### src/rtl/fwd_hazard_unit_pkg.sv
// fwd_hazard_unit_pkg: shared constants, select encoding and multicycle FSM states
package fwd_hazard_unit_pkg;

  localparam int DEF_REGNO_SEL = 4;
  localparam int DEF_NUM_STG   = 3;

  localparam int SEL_RF       = 0;
  localparam int SEL_STG_BASE = 1;

  typedef enum logic [1:0] {
    MC_IDLE = 2'd0,
    MC_BUSY = 2'd1,
    MC_DONE = 2'd2
  } mc_state_e;

endpackage

### src/rtl/fwd_hazard_unit_match_slot.sv
// fwd_match_slot: youngest-first forward match for one source operand plus its hazard
module fwd_match_slot
  import fwd_hazard_unit_pkg::*;
#(
  parameter int REGNO_SEL = DEF_REGNO_SEL,
  parameter int NUM_STG   = DEF_NUM_STG,
  parameter int MUX_SEL   = 2,
  parameter int ZERO_REG  = 1
) (
  input  logic [REGNO_SEL-1:0]         src_i,
  input  logic                         used_i,
  input  logic [NUM_STG*REGNO_SEL-1:0] dest_stg_i,
  input  logic [NUM_STG-1:0]           wr_vld_stg_i,
  input  logic [NUM_STG-1:0]           rdy_stg_i,
  input  logic                         mc_busy_i,
  input  logic [REGNO_SEL-1:0]         mc_dest_i,
  output logic [MUX_SEL-1:0]           sel_o,
  output logic                         hazard_o
);

  logic [MUX_SEL-1:0] sel;
  logic               hit;
  logic               rdy;
  logic               zero;

  // scan oldest to youngest so the youngest matching stage overwrites the rest
  always_comb begin
    sel = MUX_SEL'(SEL_RF);
    hit = 1'b0;
    rdy = 1'b1;
    for (int k = NUM_STG - 1; k >= 0; k--) begin
      if (wr_vld_stg_i[k] && dest_stg_i[k*REGNO_SEL +: REGNO_SEL] == src_i) begin
        sel = MUX_SEL'(k + SEL_STG_BASE);
        hit = 1'b1;
        rdy = rdy_stg_i[k];
      end
    end
  end

  assign zero     = (ZERO_REG != 0) && (src_i == '0);
  assign sel_o    = zero ? MUX_SEL'(SEL_RF) : sel;
  assign hazard_o = used_i && !zero && (hit ? !rdy : (mc_busy_i && src_i == mc_dest_i));

endmodule

### src/rtl/fwd_hazard_unit.sv
// fwd_hazard_unit: D-stage forward selects, stall/bubble, multicycle tracker and stall counter
module fwd_hazard_unit
  import fwd_hazard_unit_pkg::*;
#(
  parameter int REGNO_SEL = DEF_REGNO_SEL,
  parameter int NUM_SRC   = 2,
  parameter int NUM_STG   = DEF_NUM_STG,
  parameter int MUX_SEL   = 2,
  parameter int ZERO_REG  = 1,
  parameter int MC_CNT_W  = 4,
  parameter int PERF_W    = 16
) (
  input  logic                         clk,
  input  logic                         rst_n,
  input  logic [NUM_SRC*REGNO_SEL-1:0] src_D,
  input  logic [NUM_SRC-1:0]           src_used_D,
  input  logic [NUM_STG*REGNO_SEL-1:0] dest_stg,
  input  logic [NUM_STG-1:0]           wr_vld_stg,
  input  logic [NUM_STG-1:0]           rdy_stg,
  input  logic                         mc_req_D,
  input  logic [REGNO_SEL-1:0]         mc_dest_D,
  input  logic [MC_CNT_W-1:0]          mc_lat_D,
  output logic [NUM_SRC*MUX_SEL-1:0]   src_sel_D,
  output logic                         stall_D,
  output logic                         bubble_E,
  output logic                         mc_busy,
  output logic                         mc_done,
  output logic [PERF_W-1:0]            stall_cnt
);

  logic [NUM_SRC-1:0]   slot_haz;
  logic                 struct_haz;
  logic                 accept;
  logic [MC_CNT_W-1:0]  lat_m1;
  mc_state_e            state_q, state_d;
  logic [MC_CNT_W-1:0]  cnt_q, cnt_d;
  logic [REGNO_SEL-1:0] dest_q, dest_d;
  logic [PERF_W-1:0]    stall_cnt_q, stall_cnt_d;

  for (genvar g = 0; g < NUM_SRC; g++) begin : g_slot
    fwd_match_slot #(
      .REGNO_SEL (REGNO_SEL),
      .NUM_STG   (NUM_STG),
      .MUX_SEL   (MUX_SEL),
      .ZERO_REG  (ZERO_REG)
    ) u_slot (
      .src_i        (src_D[g*REGNO_SEL +: REGNO_SEL]),
      .used_i       (src_used_D[g]),
      .dest_stg_i   (dest_stg),
      .wr_vld_stg_i (wr_vld_stg),
      .rdy_stg_i    (rdy_stg),
      .mc_busy_i    (mc_busy),
      .mc_dest_i    (dest_q),
      .sel_o        (src_sel_D[g*MUX_SEL +: MUX_SEL]),
      .hazard_o     (slot_haz[g])
    );
  end

  // a second multicycle op must wait unless the current one retires this cycle
  assign struct_haz  = mc_req_D && mc_busy && !mc_done;
  assign stall_D     = (|slot_haz) || struct_haz;
  assign bubble_E    = stall_D;
  assign accept      = mc_req_D && !stall_D;
  assign lat_m1      = (mc_lat_D == '0) ? '0 : mc_lat_D - MC_CNT_W'(1);
  assign stall_cnt_d = (stall_D && !(&stall_cnt_q)) ? stall_cnt_q + PERF_W'(1) : stall_cnt_q;
  assign stall_cnt   = stall_cnt_q;

  // state, latency counter, pending destination and stall counter registers
  always_ff @(posedge clk or negedge rst_n) begin
    if (!rst_n) begin
      state_q     <= MC_IDLE;
      cnt_q       <= '0;
      dest_q      <= '0;
      stall_cnt_q <= '0;
    end else begin
      state_q     <= state_d;
      cnt_q       <= cnt_d;
      dest_q      <= dest_d;
      stall_cnt_q <= stall_cnt_d;
    end
  end

  // next state: accept from IDLE or DONE, count down in BUSY
  always_comb begin
    state_d = state_q;
    cnt_d   = cnt_q;
    dest_d  = dest_q;
    case (state_q)
      MC_IDLE, MC_DONE: begin
        state_d = accept ? MC_BUSY : MC_IDLE;
        cnt_d   = accept ? lat_m1 : cnt_q;
        dest_d  = accept ? mc_dest_D : dest_q;
      end
      MC_BUSY: begin
        state_d = (cnt_q == '0) ? MC_DONE : MC_BUSY;
        cnt_d   = (cnt_q == '0) ? cnt_q : cnt_q - MC_CNT_W'(1);
      end
      default: state_d = MC_IDLE;
    endcase
  end

  // busy covers both BUSY and the DONE write-back cycle
  always_comb begin
    mc_busy = (state_q != MC_IDLE);
    mc_done = (state_q == MC_DONE);
  end

endmodule

### config.mk
export PLATFORM = sky130hd
export DESIGN_NAME = fwd_hazard_unit
export DESIGN_NICKNAME = d
export VERILOG_FILES = /design/src/rtl/fwd_hazard_unit_pkg.sv /design/src/rtl/fwd_hazard_unit_match_slot.sv /design/src/rtl/fwd_hazard_unit.sv
export SDC_FILE = /design/constraint.sdc
export NUM_CORES = 1
export LEC_CHECK = 0
export CAP_MARGIN = 20
export CORE_MARGIN = 2
export CORE_UTILIZATION = 50
export DETAILED_ROUTE_END_ITERATION = 12
export PLACE_DENSITY = 0.94
export SETUP_SLACK_MARGIN = 0.3
export SKIP_CTS_REPAIR_TIMING = 1
export SYNTH_ARGS = -nofsm -noshare
export SYNTH_HDL_FRONTEND = slang
export SYNTH_SLANG_ARGS = --single-unit
### constraint.sdc
create_clock -name clk -period 6.15 [get_ports clk]
set_input_delay 1.5375 -clock clk [delete_from_list [all_inputs] [get_ports clk]]
set_output_delay 1.5375 -clock clk [all_outputs]
set_load 0.02 [all_outputs]
# Word level (Yosys, flattened, before mapping)
# Index checks and enable logic that the tools add are counted.
# Widths: inputs -> output; s select.
# word_totals
regBits,26
latchBits,0
mem_bits_rw,0
romBits,0
input_bits,39
wordCells,84
mem_count,0
# classes
addsub,3
n_mul,0
div_mod_pow,0
order_cmp,0
eq_ne,12
shifts,0
muxes,29
bitwise_logic,0
n_reduce_logical,36
# ops
operator,n
$eq 4x4->1,8
$mux 2,9
$add 16x1->16 const B,1
$logic_and 1x1->1,16
$logic_not 4->1,4
$reduce_and 16->1,1
$mux 1,15
$mux 4,3
$pmux 4 s2,1
$sub 4x1->4 const B,2
$logic_not 1->1,7
$ne 2x2->1 const B,2
$pmux 2 s2,1
$reduce_bool 2->1,2
$reduce_or 2->1,2
$reduce_and 3->1,1
$eq 2x1->1 const B,1
$eq 2x2->1 const B,1
$logic_not 2->1,1
$reduce_and 2->1,1
$logic_or 1x1->1,1

# Depth between registers and ports, before layout
# Gate-level depths: netlist of the first run.
# logic_depth
ltp_word,14
depth_mapped,9
ltp_nobuf,7

# Cells and area by module
# Synthesis of the first run repeated with hierarchy kept, for this count alone.
# hier_totals
cells_unflattened,212
hier_area_um2,2040.7
# modules_own_cells
mod,n_inst,cells_each,area_per_inst_um2
fwd_hazard_unit,1,126,1327.5
fwd_match_slot,2,43,356.6

# Least setup slack after synthesis of the first run
# No wires, ideal clock.
# synth_path
path_type,input-to-output
start,input src_D[7]
end,output stall_D
arrival_ns,3.247
t_required_ns,4.612
slack_ns,1.366
stages,8
n_path_buf,3
cell_sequence,buf_2 -> xor2_1 -> nor4_4 -> a2111oi_2 -> o311ai_4 -> nand4_2 -> buf_4 -> buf_4
# synth_between
elab_chain_cells,10
elab_cells_between_ends,22
cone_classes,eq/ne: 4; mux: 7; reduce/logical: 11
# synth_rtl
item,line_no,rtl
"start, declared",fwd_hazard_unit.sv:15,"input logic [NUM_SRC*REGNO_SEL-1:0] src_D,"
$eq 4x4->1,fwd_hazard_unit_match_slot.sv:32,if (wr_vld_stg_i[k] && dest_stg_i[k*REGNO_SEL +: REGNO_SEL] == src_i) begin
$logic_and 1x1->1,fwd_hazard_unit_match_slot.sv:32,
$mux 1 (3 in series),fwd_hazard_unit_match_slot.sv:32,
$logic_not 1->1,fwd_hazard_unit_match_slot.sv:42,assign hazard_o = used_i && !zero && (hit ? !rdy : (mc_busy_i && src_i == mc_dest_i));
$mux 1,fwd_hazard_unit_match_slot.sv:42,
$logic_and 1x1->1 (*),fwd_hazard_unit_match_slot.sv:42,
$reduce_or 2->1 (*),fwd_hazard_unit.sv:61,assign stall_D = (|slot_haz) || struct_haz;
$logic_or 1x1->1 (*),fwd_hazard_unit.sv:61,
"end, declared",fwd_hazard_unit.sv:24,"output logic stall_D,"
# Every way passes the cells marked *; elsewhere a longest branch is shown, timed or not.

# Final worst setup path of the first run
# layout_path
start,input src_D[2]
end,output bubble_E
# layout_between
elab_chain_cells,10
elab_cells_between_ends,22
cone_classes,eq/ne: 4; mux: 7; reduce/logical: 11
# layout_rtl
item,line_no,rtl
$eq 4x4->1,fwd_hazard_unit_match_slot.sv:32,
$logic_and 1x1->1,fwd_hazard_unit_match_slot.sv:32,
$mux 1 (3 in series),fwd_hazard_unit_match_slot.sv:32,
$logic_not 1->1,fwd_hazard_unit_match_slot.sv:42,
$mux 1,fwd_hazard_unit_match_slot.sv:42,
$logic_and 1x1->1 (*),fwd_hazard_unit_match_slot.sv:42,
$reduce_or 2->1 (*),fwd_hazard_unit.sv:61,
$logic_or 1x1->1 (*),fwd_hazard_unit.sv:61,
"end, declared",fwd_hazard_unit.sv:25,"output logic bubble_E,"
# Marked as above.

==> reports/metrics.yaml, run 1 <==
via_per_inst: 5.62
route.detailed.drc: 0
post-route-period-util_pct: 91.5
routed_wl_um: 4720
grt_max_degree: 19
die_area_um2: 4450
criticalPathCategory: "in -> out"
dpl.cell_count: 309
netlist_area_um2: 1970
grt_pass1_vias: 1673
ys_async_sr_fraction_pct: 100
htree_levels: 1
power_w: 0.000784
skew_ns: 0.00787
drt_iter0_drc: 90
rr_worst_depth: 6
dieHeight_um: 66.7
synth_top_flop_cell: "dfrtp_1"
io_pins: 63
tritoncts: "yes"
wl_per_cell_um: 15.1
power_density_nw_per_um2: 294
required_ns: 4.61
synth_top_area_share_pct: 33.1
clk_pin_slew_ns: 0.09
die_w_um: 66.7
tightest_slew_ns: 0.516
clock_path_buffers: 2
max_freq_ghz: 0.178
synth_cell_types: 44
syn_avg_cell_area_um2: 9.45
synthTopCellsByArea: "dfrtp_1 (33%), xnor2_1 (11%), xor2_1 (8.9%)"
drive_above_1_share_pct: 8.71
yosysMostFrequentCell: "dfrtp_1"
rsz0062_at_grt: "no"
post-synth-top-area-cell: "dfrtp_1"
finalCriticalPeriod_ns: 5.62
ys_seq_area_share_pct: 33.1
synthCells: 208
fin_cells: 312
synth-seq-cells: 26
fillers: 276
grt_use_total_pct: 22.2
antenna_found_initial: 0
worst_setup_path_end_kind: "output port"
grt_pass1_wl_um: 7650
drv_cap: 0
synth_edf_count: 0
start_util_pct: 52.9
rows: 22
crit_fanout: 5
areaGrowthSynthToFinish_pct: 35.5
vdd_drop_max_uv: 305
min_path_cells: 1
setup_tns_ns: 0
io_buffers: 62
leakage_nw: 1.02
root_buffer: "clkbuf_8"
insertion_delay_ns: 0.26
antenna_cells: 0
outcome: "finished, final reports clean"
max-slew-margin-rel_pct: 65.5
critPathLaunchType: "input pin"
hold_viol: 0
gp_congestion: 0.914
arrival_ns: 4.09
num_vias: 1753
dr.pass1.iters: 4
synthTopCellsByCount: "dfrtp_1 (26), xnor2_1 (25), xor2_1 (20)"
core_um2: 3720
synth_warnings: 0
cts_sinks: 26
slew_viol_final: 0
final_net_count: 308
overflow: 0
cts_buffers: 3
hp-class: "reg -> reg"
ant_nets: 0
hpwl_um: 3860
synth_nets: 250
setup_violations: 0
placed cells by master (no fill, tap or decap), types with 2 or more instances in the layout:
master	synthesis	routed
a2111oi_2	2	2
and2_1	3	3
nor2_1	12	12
nand2_1	14	14
xor2_1	20	20
o21ai_0	2	2
nand3_1	16	16
a21oi_1	7	7
nor4_4	2	2
ha_1	3	3
nor3b_1	2	2
nor4_1	4	4
and3_1	5	5
nand3b_1	2	2
clkdlybuf4s50_1	0	62
nand4_1	7	7
nand2b_1	4	4
nor3_1	6	6
mux2i_1	2	2
xnor2_1	25	25
nor2b_1	4	4
mux2_2	6	6
clkbuf_8	0	3
dfrtp_1	26	26
inv_1	5	5
cell families after synthesis:
group,after synthesis,synth area share [%]
AND/OR/NAND/NOR,87,26.0
adder cells (fa/ha/maj),3,1.91
multiplexers,9,5.03
XOR/XNOR,45,20.1
buffers and inverters,16,3.95
AO/OA/AOI/OAI,22,9.93
flip-flops,26,33.1
where the power goes:
group / switching (W) / internal (W)
clock: 0.0000491 / 0.0000438
sequential: 0.0000587 / 0.000224
combinational: 0.000203 / 0.000205
routing by layer:
layer  wire, um  GRT usage [%]  vias to the layer above  part of all wire [%]
met1       1980           27.5                      824                    42
met3        272           3.89                       18                   5.8
met4        125           7.40                        0                   2.6
met5          0              0                        -                     0
li1           -              -                      842                     -
met2       2340           38.8                       69                    50
stage by stage:
step | cell area (um2) | hold WS, ns | utilization (%) | worst slack (ns)
after global routing | 2660 | 0.515 | 71.7 | 0.462
after detailed placement | 2620 | 0.480 | 70.6 | 0.539
final | 2660 | 0.492 | 71.7 | 0.526
after CTS | 2660 | 0.496 | 71.7 | 0.528
after global placement | 2590 | 0.478 | 69.8 | 0.650
after floorplan | 1970 | 0.522 | - | 1.37
final cells by class:
class / count / area, um2 / share of cell area (%)
sequential: 26 / 651 / 24.4
tap: 48 / 60.1 / 2.25
multi-input combinational: 166 / 1240 / 46.5
timing repair buffer: 64 / 656 / 24.6
inverter: 5 / 18.8 / 0.705
clock buffer: 3 / 41.3 / 1.55
critical path, stage by stage:
cell and delay (ns):
clkdlybuf4s50_1 0.67, xor2_1 0.35, nor4_4 0.11, a2111oi_2 0.41
o2111ai_2 0.23, nand4_2 0.15, clkdlybuf4s50_1 0.62
registers in the layout (all words and copies together) (netlist names):
name	cells
stall_cnt	16
state_q	2
dest_q	4
cnt_q	4
final timing paths:
| path | endpoint | start | slack (ns) |
|---|---|---|---|
| max | bubble_E | src_D[2] | 0.53 |
| min | stall_cnt[10] | stall_cnt[10] | 0.49 |
| max reg2reg | stall_cnt[1] | stall_cnt[7] | 3.97 |
| min reg2reg | stall_cnt[10] | stall_cnt[10] | 0.49 |
| max in group asynchronous | stall_cnt[0] | rst_n | 4.08 |
| min in group asynchronous | stall_cnt[13] | rst_n | 1.61 |
No activity file was read; power rests on OpenSTA's default activity.
==> run 2: changes to the inputs <==
- PLACE_DENSITY: 0.94 -> 0.93
==> run 2 against run 1 <==
Die area unchanged. Via count decreased by 1.3%. Routed wire length up 6.7%. Clock power grew 52%. Global-route usage is 1.8 points higher. Cell area up 1.1%. Sequential share of layout area is 0.27 points lower. Clock skew decreased by 0.0023 ns. Combinational power increased by 1%.
==> reports/metrics.yaml, run 2 (synthesis results as in run 1) <==
outcome: "finished, final reports clean"
die_w_um: 66.7  # unchanged
max_stage_delay_ns: 0.67  # about the same
top_layer_used: "met4"
arrival_ns: 4.02  # -0.07 ns
skew_ns: 0.00560  # -0.00227 ns
slew_viol_final: 0  # unchanged
dr.pass1.iters: 4  # unchanged
layout_commonest_cell: "clkdlybuf4s50_1"
drive_above_1_share_pct: 9.06  # +0.34 points
htree_levels: 1  # unchanged
via_per_inst: 5.53  # -1.6%
cpMostUsedCell: "clkdlybuf4s50_1"
r2r-start: "dest_q[1]"
overflow: 0  # unchanged
die_area_um2: 4450  # unchanged
hold_viol: 0  # unchanged
hpwl_um: 4020  # +4.2%
final_net_count: 308  # unchanged
max-slew-margin-rel_pct: 61.0  # -4.5 points
hp-class: "reg -> reg"
fin_area_um2: 2690  # +1.1%
routed_wl_um: 5040  # +6.7%
wl_per_cell_um: 16.1  # +6.4%
met2_length_um: 2550  # +9.0%
critPathLaunchType: "input pin"
ant_nets: 0  # unchanged
final_util_pct: 72.5  # +0.81 points
route.detailed.drc: 0  # unchanged
power_density_nw_per_um2: 311  # +5.5%
rows: 22  # unchanged
max_freq_ghz: 0.180  # +1.2%
mostFrequentLayoutCells: "clkdlybuf4s50_1 (62), dfrtp_1 (26), xnor2_1 (25)"
grt_max_degree: 18  # -1
start_util_pct: 52.9  # unchanged
dieHeight_um: 66.7  # unchanged
setup_violations: 0  # unchanged
grt_pass1_vias: 1725  # +3.1%
largest_reg_flops: 16  # unchanged
grt_pass1_wl_um: 8040  # +5.0%
required_ns: 4.61  # about the same
setup_tns_ns: 0  # unchanged
worst_setup_path_end_kind: "output port"
tritoncts: "yes"
criticalPathCategory: "in -> out"
cts_sinks: 26  # unchanged
antenna_cells: 0  # unchanged
drt_iter0_drc: 88  # -2.2%
clk_pin_slew_ns: 0.09  # about the same
rsz0062_at_grt: "no"
areaGrowthSynthToFinish_pct: 37.0
core_um2: 3720  # unchanged
gp_congestion: 0.902  # -1.3%
drv_cap: 0  # unchanged
crit_fanout: 5  # unchanged
place_area_um2: 2620  # unchanged
cts_buffers: 3  # unchanged
min_path_cells: 1  # unchanged
grt_use_total_pct: 24.0  # +1.8 points
leakage_nw: 1.04  # +1.4%
finalCriticalPeriod_ns: 5.56  # -0.0647 ns
antenna_found_initial: 0  # unchanged
power_w: 0.000837  # +6.7%
critPathSlowestCell: "clkdlybuf4s50_1"
crit_chain: "clkdlybuf4s50_1, xor2_1, nor4_4, a2111oi_2, o2111ai_2, nand4_2, clkdlybuf4s50_1"
io_buffers: 62  # unchanged
root_buffer: "clkbuf_8"
num_vias: 1730  # -1.3%
vdd_drop_max_uv: 258  # -15%
rr_worst_depth: 8  # +2
insertion_delay_ns: 0.27  # about the same
io_pins: 63  # unchanged
rrSetupSlack_ns: 3.93  # -0.04 ns
wl_met1_um: 2140  # +7.8%
dpl.cell_count: 309  # unchanged
tightest_slew_ns: 0.580  # +0.0641 ns
fin_cells: 313  # +0.32%
met3_length_um: 190  # -30%
clock_path_buffers: 2  # unchanged
worstReg2RegEnd: "stall_cnt[14]"
post-route-period-util_pct: 90.4  # -1.1 points
min_delay_worst_endpoint: "stall_cnt[10]"
worstHoldStart: "stall_cnt[10]"
-- run 2: cell count changes in the layout (fill, tap and decap cells not counted), sizes merged --
cell    previous run  this run
bufinv             0         1
-- run 2: metal layers --
metal,vias to the layer above,GRT usage [%]
li1,842,-
met1,817,28.1
met2,56,43.3
met3,15,1.52
met4,0,13.0
met5,-,0
-- run 2: final cells by class --
| class | count | area [um2] |
|---|---|---|
| Sequential cell | 26 | 651 |
| Clock inverter | 1 | 30.0 |
| Multi-Input combinational cell | 166 | 1240 |
| Fill cell | 267 | 1020 |
| Tap cell | 48 | 60.1 |
| Inverter | 5 | 18.8 |
| Clock buffer | 3 | 41.3 |
| Timing Repair Buffer | 64 | 656 |
-- run 2: power breakdown --
part | internal (W) | switching [W]
sequential | 0.000224 | 0.0000600
clock | 0.0000871 | 0.0000536
combinational | 0.000205 | 0.000207
-- run 2: worst max-delay path by stage --
stage | startpoint | end | cells past startpoint
2_1_floorplan | src_D[7] | stall_D | 8
3_5_place_dp | src_D[3] | bubble_E | 7
5_1_grt | src_D[2] | bubble_E | 7
3_3_place_gp | src_D[2] | bubble_E | 7
6_report | src_D[2] | bubble_E | 7
4_1_cts | src_D[2] | bubble_E | 7
-- run 2: stage by stage --
step | hold slack, ns | setup slack (ns)
global placement | 0.478 | 0.662
global route | 0.512 | 0.510
detailed placement | 0.481 | 0.620
floorplan | 0.522 | 1.37
CTS | 0.496 | 0.614
finish | 0.492 | 0.590
-- run 2: critical path, delay by kind of cell --
family | cells | cell delay, ns
xor+xnor | 1 | 0.30
buf+inv | 2 | 1.29
compound gates | 2 | 0.63
simple gates | 2 | 0.26
